<file path="config.mk">
export PLATFORM = sky130hd
export DESIGN_NAME = redundant_shift_reg
export DESIGN_NICKNAME = d
export VERILOG_FILES = /design/src/rtl/redundant_shift_reg_pkg.sv /design/src/rtl/shift_reg_lane.sv /design/src/rtl/redundant_shift_reg.sv
export SDC_FILE = /design/constraint.sdc
export NUM_CORES = 1
export LEC_CHECK = 0
export CORE_MARGIN = 3
export CORE_UTILIZATION = 49
export CTS_CLUSTER_DIAMETER = 200
export DETAILED_ROUTE_END_ITERATION = 7
export PLACE_DENSITY = 0.79
export SLEW_MARGIN = 5
export SYNTH_ARGS = -nofsm -noshare
export SYNTH_HDL_FRONTEND = slang
export SYNTH_SLANG_ARGS = --single-unit
</file>
<file path="constraint.sdc">
create_clock -name i_clk -period 1.6 [get_ports i_clk]
set_input_delay 0.48 -clock i_clk [delete_from_list [all_inputs] [get_ports i_clk]]
set_output_delay 0.48 -clock i_clk [all_outputs]
set_load 0.03 [all_outputs]
</file>
<file path="src/rtl/redundant_shift_reg_pkg.sv">
// ---------------------------------------------------------------------------
// redundant_shift_reg_pkg
//
// Shared definitions for the redundant (lockstep) shift register:
//   - ncopy_is_legal : elaboration-time check of the lane count
//   - majority3      : bitwise 2-of-3 vote, used when three lanes exist
//   - sat_all_ones   : all-ones value of a given width, used as the
//                      saturation point of the mismatch counter
//
// The vote and saturation helpers work on fixed maximum widths. Callers
// cast their operands up to these widths and cast the result back down.
// ---------------------------------------------------------------------------
package redundant_shift_reg_pkg;

    // Widest lane the vote helper handles.
    localparam int MAX_VOTE_W = 64;

    // Widest mismatch counter the saturation helper handles.
    localparam int MAX_CNTW = 32;

    // Two lanes give detection only; three lanes add bitwise correction.
    function automatic bit ncopy_is_legal(input int ncopy);
        return (ncopy == 2) || (ncopy == 3);
    endfunction

    // Each result bit is set when at least two of the three inputs agree on 1.
    function automatic logic [MAX_VOTE_W-1:0] majority3(
        input logic [MAX_VOTE_W-1:0] a,
        input logic [MAX_VOTE_W-1:0] b,
        input logic [MAX_VOTE_W-1:0] c
    );
        return (a & b) | (a & c) | (b & c);
    endfunction

    // Low w bits set, remaining bits clear.
    function automatic logic [MAX_CNTW-1:0] sat_all_ones(input int w);
        logic [MAX_CNTW-1:0] r;
        r = '0;
        for (int i = 0; i < MAX_CNTW; i++) begin
            if (i < w) begin
                r[i] = 1'b1;
            end
        end
        return r;
    endfunction

endpackage

</file>
<file path="src/rtl/shift_reg_lane.sv">
// ---------------------------------------------------------------------------
// shift_reg_lane
//
// One lane of the redundant shift register: a DEPTH-stage, WIDTH-bit delay
// line that advances only when i_ce is high and otherwise holds.
//
// Ports:
//   i_clk    in   1      clock, rising edge
//   i_reset  in   1      asynchronous active-high reset, clears every stage
//   i_ce     in   1      shift enable
//   i_data   in   WIDTH  sample loaded into stage 0 on an enabled edge
//   o_data   out  WIDTH  final stage (sample from DEPTH enabled edges ago)
// ---------------------------------------------------------------------------
module shift_reg_lane #(
    parameter int WIDTH = 1,
    parameter int DEPTH = 4
) (
    input  logic             i_clk,
    input  logic             i_reset,
    input  logic             i_ce,
    input  logic [WIDTH-1:0] i_data,
    output logic [WIDTH-1:0] o_data
);

    logic [WIDTH-1:0] stage_q [DEPTH];
    logic [WIDTH-1:0] stage_d [DEPTH];

    always_comb begin
        for (int k = 0; k < DEPTH; k++) begin
            stage_d[k] = stage_q[k];
        end
        if (i_ce) begin
            stage_d[0] = i_data;
            for (int k = 1; k < DEPTH; k++) begin
                stage_d[k] = stage_q[k-1];
            end
        end
    end

    always_ff @(posedge i_clk or posedge i_reset) begin
        if (i_reset) begin
            for (int k = 0; k < DEPTH; k++) begin
                stage_q[k] <= '0;
            end
        end else begin
            for (int k = 0; k < DEPTH; k++) begin
                stage_q[k] <= stage_d[k];
            end
        end
    end

    assign o_data = stage_q[DEPTH-1];

endmodule

</file>
<file path="src/rtl/redundant_shift_reg.sv">
// ---------------------------------------------------------------------------
// redundant_shift_reg
//
// Self-checking delay line. NCOPY identical shift lanes carry the same input
// stream; the last lane can be corrupted through i_inject to exercise the
// fault path. Lane outputs are compared every clock and a selected (NCOPY=2)
// or majority-voted (NCOPY=3) result is registered out, together with
// per-cycle mismatch, sticky error and a saturating mismatch counter.
//
// Ports:
//   i_clk      in   1      clock, rising edge
//   i_reset    in   1      asynchronous active-high reset
//   i_ce       in   1      shift enable for all lanes
//   i_data     in   WIDTH  input sample
//   i_inject   in   WIDTH  XOR fault mask applied to the input of lane NCOPY-1
//   i_clr_err  in   1      synchronous clear of o_err / o_err_cnt
//   o_data     out  WIDTH  lane 0 (NCOPY=2) or bitwise majority (NCOPY=3)
//   o_mismatch out  1      lanes' final stages differed on the previous clock
//   o_err      out  1      sticky mismatch flag
//   o_err_cnt  out  CNTW   saturating count of mismatch cycles
// ---------------------------------------------------------------------------
module redundant_shift_reg
    import redundant_shift_reg_pkg::*;
#(
    parameter int WIDTH = 1,
    parameter int DEPTH = 4,
    parameter int NCOPY = 2,
    parameter int CNTW  = 8
) (
    input  logic             i_clk,
    input  logic             i_reset,
    input  logic             i_ce,
    input  logic [WIDTH-1:0] i_data,
    input  logic [WIDTH-1:0] i_inject,
    input  logic             i_clr_err,
    output logic [WIDTH-1:0] o_data,
    output logic             o_mismatch,
    output logic             o_err,
    output logic [CNTW-1:0]  o_err_cnt
);

    // ------------------------------------------------------------------
    // Elaboration checks
    // ------------------------------------------------------------------
    if (!ncopy_is_legal(NCOPY)) begin : g_bad_ncopy
        $error("redundant_shift_reg: NCOPY must be 2 or 3");
    end
    if (DEPTH < 1) begin : g_bad_depth
        $error("redundant_shift_reg: DEPTH must be at least 1");
    end
    if (WIDTH < 1 || WIDTH > MAX_VOTE_W) begin : g_bad_width
        $error("redundant_shift_reg: WIDTH out of supported range");
    end
    if (CNTW < 1 || CNTW > MAX_CNTW) begin : g_bad_cntw
        $error("redundant_shift_reg: CNTW out of supported range");
    end

    localparam logic [CNTW-1:0] CNT_SAT = CNTW'(sat_all_ones(CNTW));

    // ------------------------------------------------------------------
    // Lanes
    // ------------------------------------------------------------------
    logic [WIDTH-1:0] lane_in  [NCOPY];
    logic [WIDTH-1:0] lane_out [NCOPY];

    for (genvar j = 0; j < NCOPY; j++) begin : g_lane
        // Only the last lane sees the injection mask, so lane 0 always
        // carries the clean stream and a single corrupted lane can be voted
        // out when three lanes are present.
        if (j == NCOPY - 1) begin : g_inj
            assign lane_in[j] = i_data ^ i_inject;
        end else begin : g_clean
            assign lane_in[j] = i_data;
        end

        shift_reg_lane #(
            .WIDTH (WIDTH),
            .DEPTH (DEPTH)
        ) u_lane (
            .i_clk   (i_clk),
            .i_reset (i_reset),
            .i_ce    (i_ce),
            .i_data  (lane_in[j]),
            .o_data  (lane_out[j])
        );
    end

    // ------------------------------------------------------------------
    // Vote / select
    // ------------------------------------------------------------------
    logic [WIDTH-1:0] voted;

    if (NCOPY == 3) begin : g_vote3
        assign voted = WIDTH'(majority3(MAX_VOTE_W'(lane_out[0]),
                                        MAX_VOTE_W'(lane_out[1]),
                                        MAX_VOTE_W'(lane_out[2])));
    end else begin : g_sel0
        assign voted = lane_out[0];
    end

    // ------------------------------------------------------------------
    // Output and error registers
    // ------------------------------------------------------------------
    logic [WIDTH-1:0] data_q, data_d;
    logic             mismatch_q, mismatch_d;
    logic             err_q, err_d;
    logic [CNTW-1:0]  cnt_q, cnt_d;

    // Any lane disagreeing with lane 0 counts as a mismatch.
    always_comb begin
        mismatch_d = 1'b0;
        for (int j = 1; j < NCOPY; j++) begin
            if (lane_out[j] != lane_out[0]) begin
                mismatch_d = 1'b1;
            end
        end
    end

    // Error tracking works from the registered mismatch. A clear arriving in
    // the same cycle as a mismatch restarts the count at 1 rather than
    // dropping the event.
    always_comb begin
        data_d = voted;
        err_d  = err_q;
        cnt_d  = cnt_q;
        if (mismatch_q) begin
            err_d = 1'b1;
            if (i_clr_err) begin
                cnt_d = CNTW'(1);
            end else if (cnt_q != CNT_SAT) begin
                cnt_d = cnt_q + CNTW'(1);
            end
        end else if (i_clr_err) begin
            err_d = 1'b0;
            cnt_d = '0;
        end
    end

    // Output stage runs every clock, independent of i_ce.
    always_ff @(posedge i_clk or posedge i_reset) begin
        if (i_reset) begin
            data_q     <= '0;
            mismatch_q <= 1'b0;
            err_q      <= 1'b0;
            cnt_q      <= '0;
        end else begin
            data_q     <= data_d;
            mismatch_q <= mismatch_d;
            err_q      <= err_d;
            cnt_q      <= cnt_d;
        end
    end

    assign o_data     = data_q;
    assign o_mismatch = mismatch_q;
    assign o_err      = err_q;
    assign o_err_cnt  = cnt_q;

endmodule

</file>
==> reports/results.ini <==
[hold_path]
hold_depth = 0
holdCritStartpoint = g_lane[0].u_lane.o_data
min_path_type = register to register

[placement]
place_inst = 119
placed_area_um2 = 1069
place_congestion = 0.7971
dp_hpwl_mm = 1.157
io_buffer_count = 16

[sta]
final_max_slew_viol_count = 0
tns_ns = 0
hold_viol_final = 0
setup_viol = 0
worst_slew_pin_slew_ns = 0.3012
timing.slew.headroom = 0.8000
clock_skew_ns = 0.003618
rsz0062_at_grt = no
fin_crit_sh = 0.9595
period_minus_slack_ns = 1.535
fmax_ghz = 0.6514

[worst_setup_path]
path_class = register to output port
cpMaxStageDelayCell = dlygate4sd2_1
critPathTopFamily = buffers and inverters
worstSetupStartpointType = register
cpPeakStageDelay_ns = 0.40
required_ns = 1.12
path_max_fanout = 2
critPathCaptureType = output port
path_depth = 1
critPathArrivalTime_ns = 1.06
crit_buf_inv = 1
crit_start = o_err_cnt[0]
path_cells = dlygate4sd2_1
rr_startpoint = o_err_cnt[0]
rr_worst_depth = 5

[grt]
grt_util_all_layers = 0.1598
grt_pass1_wl_mm = 2.573
grt_start_max_net_pins = 20
first_global_vias = 623
antenna_found_initial = 0
overflow = 0

[floorplanning]
core_area_um2 = 1594
initial_core_util = 0.5447
die_area_um2 = 2313
num_rows = 14
fp.dieH_um = 48.10
pin_count = 17
die_w_um = 48.10

[finish]
finalNonFillerCells = 123
area_growth_syn_to_layout_pct = 25.07
fillers = 117
fin_area_um2 = 1086
layout_commonest_cell = dfrtp_1
drive_gt1_frac = 0.2525
fin_nets = 107
antenna_cells = 0
layout_common_cells = dfrtp_1, buf_4, nand2_1

[synth]
synth_edf_count = 0
syn_avg_cell_area_um2 = 11.28
ys_types = 30
syn_inst = 77
ys_seq_area_frac = 0.5476
synth_flop_cell = dfrtp_1
syn_area_um2 = 868.3
yosys_warnings = 0
synth-async-reset-ratio = 1.000
ys_ff_latch = 19
synth_nets = 84

[route]
ant_nets = 0
vias = 700
wl_mm = 1.582
via_per_inst = 5.691
wl_per_cell_um = 12.86
dr.pass1.iters = 4
drt-initial-drc-count = 21
post-route-drc-count = 0

[clock_network]
cts_sinks = 19
cts_tree = yes
clk_pin_slew_ns = 0.10
post-cts-setup-buffers = 0
h-tree-depth = 1
ctsHoldBuffers = 0
cts_root_buf = clkbuf_4
clk_latency_ns = 0.29
cts_made_buffers = 3
cts.path.max_buffers = 2

[power]
ir_drop_v = 0.0007968
p_leak_uw = 0.0004900
powerDensity_nw_per_um2 = 1271

[outcome]
status = complete, no violations

[job]
cap_violations = 0

==> report_power, final <==
group / switching [µW] / internal [µW]
Clock: 130 / 96.9
Sequential: 89.3 / 579
Combinational: 271 / 215
==> flip-flops by register name, indices dropped and copies added, names as in the netlist <==
signal and cells:
o_err_cnt 8, g_lane.u_lane.stage_q 6, g_lane.u_lane.o_data 2, o_data 1, o_err 1, o_mismatch 1
==> area by class of cell <==
class,count,area [µm²],area share
clock buffer,4,26.28,0.02419
tap,24,30.03,0.02765
multi-input combinational,52,365.4,0.3364
sequential,19,476.7,0.4389
inverter,2,7.507,0.006912
timing repair buffer,22,180.2,0.1659
==> Yosys cell counts (2+ instances only) <==
| library cell | number | area (µm²) |
|---|---|---|
| mux2_2 | 7 | 78.83 |
| nand2_1 | 8 | 30.03 |
| buf_2 | 4 | 20.02 |
| a21oi_1 | 2 | 10.01 |
| o211ai_1 | 2 | 15.01 |
| dfrtp_1 | 19 | 475.5 |
| nand3_1 | 3 | 15.01 |
| a31oi_1 | 3 | 18.77 |
| nor3_1 | 4 | 20.02 |
| nand4_1 | 3 | 18.77 |
| nor2b_1 | 2 | 12.51 |
| inv_1 | 2 | 7.510 |
==> layer usage <==
metal / GRT usage / vias up / routed length [µm]
li1: - / 327 / -
met1: 0.2066 / 343 / 708
met2: 0.2533 / 28 / 775
met3: 0.05904 / 2 / 91
met4: 0.04301 / 0 / 8
met5: 0 / - / 0
==> metrics by stage <==
stage          utilization  hold WS, ns  setup WS (ns)  total power [µW]
3_3_place_gp        0.6703       0.4025        0.06005              1177
4_1_cts             0.6837       0.4248        0.01835              1403
2_1_floorplan            -       0.3884         0.1649             974.9
6_report            0.6813       0.4200        0.06488              1381
5_1_grt             0.6813       0.4515       0.003369              1471
3_5_place_dp        0.6703       0.4026        0.04859              1193
==> path summary, 6_finish.rpt <==
check	end	slack (ns)
worst max-delay path	o_err_cnt[0]	0.06
worst min-delay path	o_data	0.42
worst max register to register	o_err_cnt[0]	0.16
worst min register to register	o_data	0.42
max in group asynchronous	o_mismatch	0.89
min in group asynchronous	o_err_cnt[1]	0.50
==> cells by family (layout without fill, tap and decap cells) <==
family	after synthesis	in the layout	synth area share
flops	19	19	0.5476
fa+ha+maj	1	1	0.01441
buf+inv	6	28	0.03170
compound gates	17	17	0.1398
mux	8	8	0.1023
simple gates	24	24	0.1441
xor+xnor	2	2	0.02018
==> repair_timing <==
item | in CTS | in global routing
setup endpoints to repair | 5 | 2
gates cloned | 0 | 0
resized for setup | 6 | 2
Power figures use the tool's default switching activity.
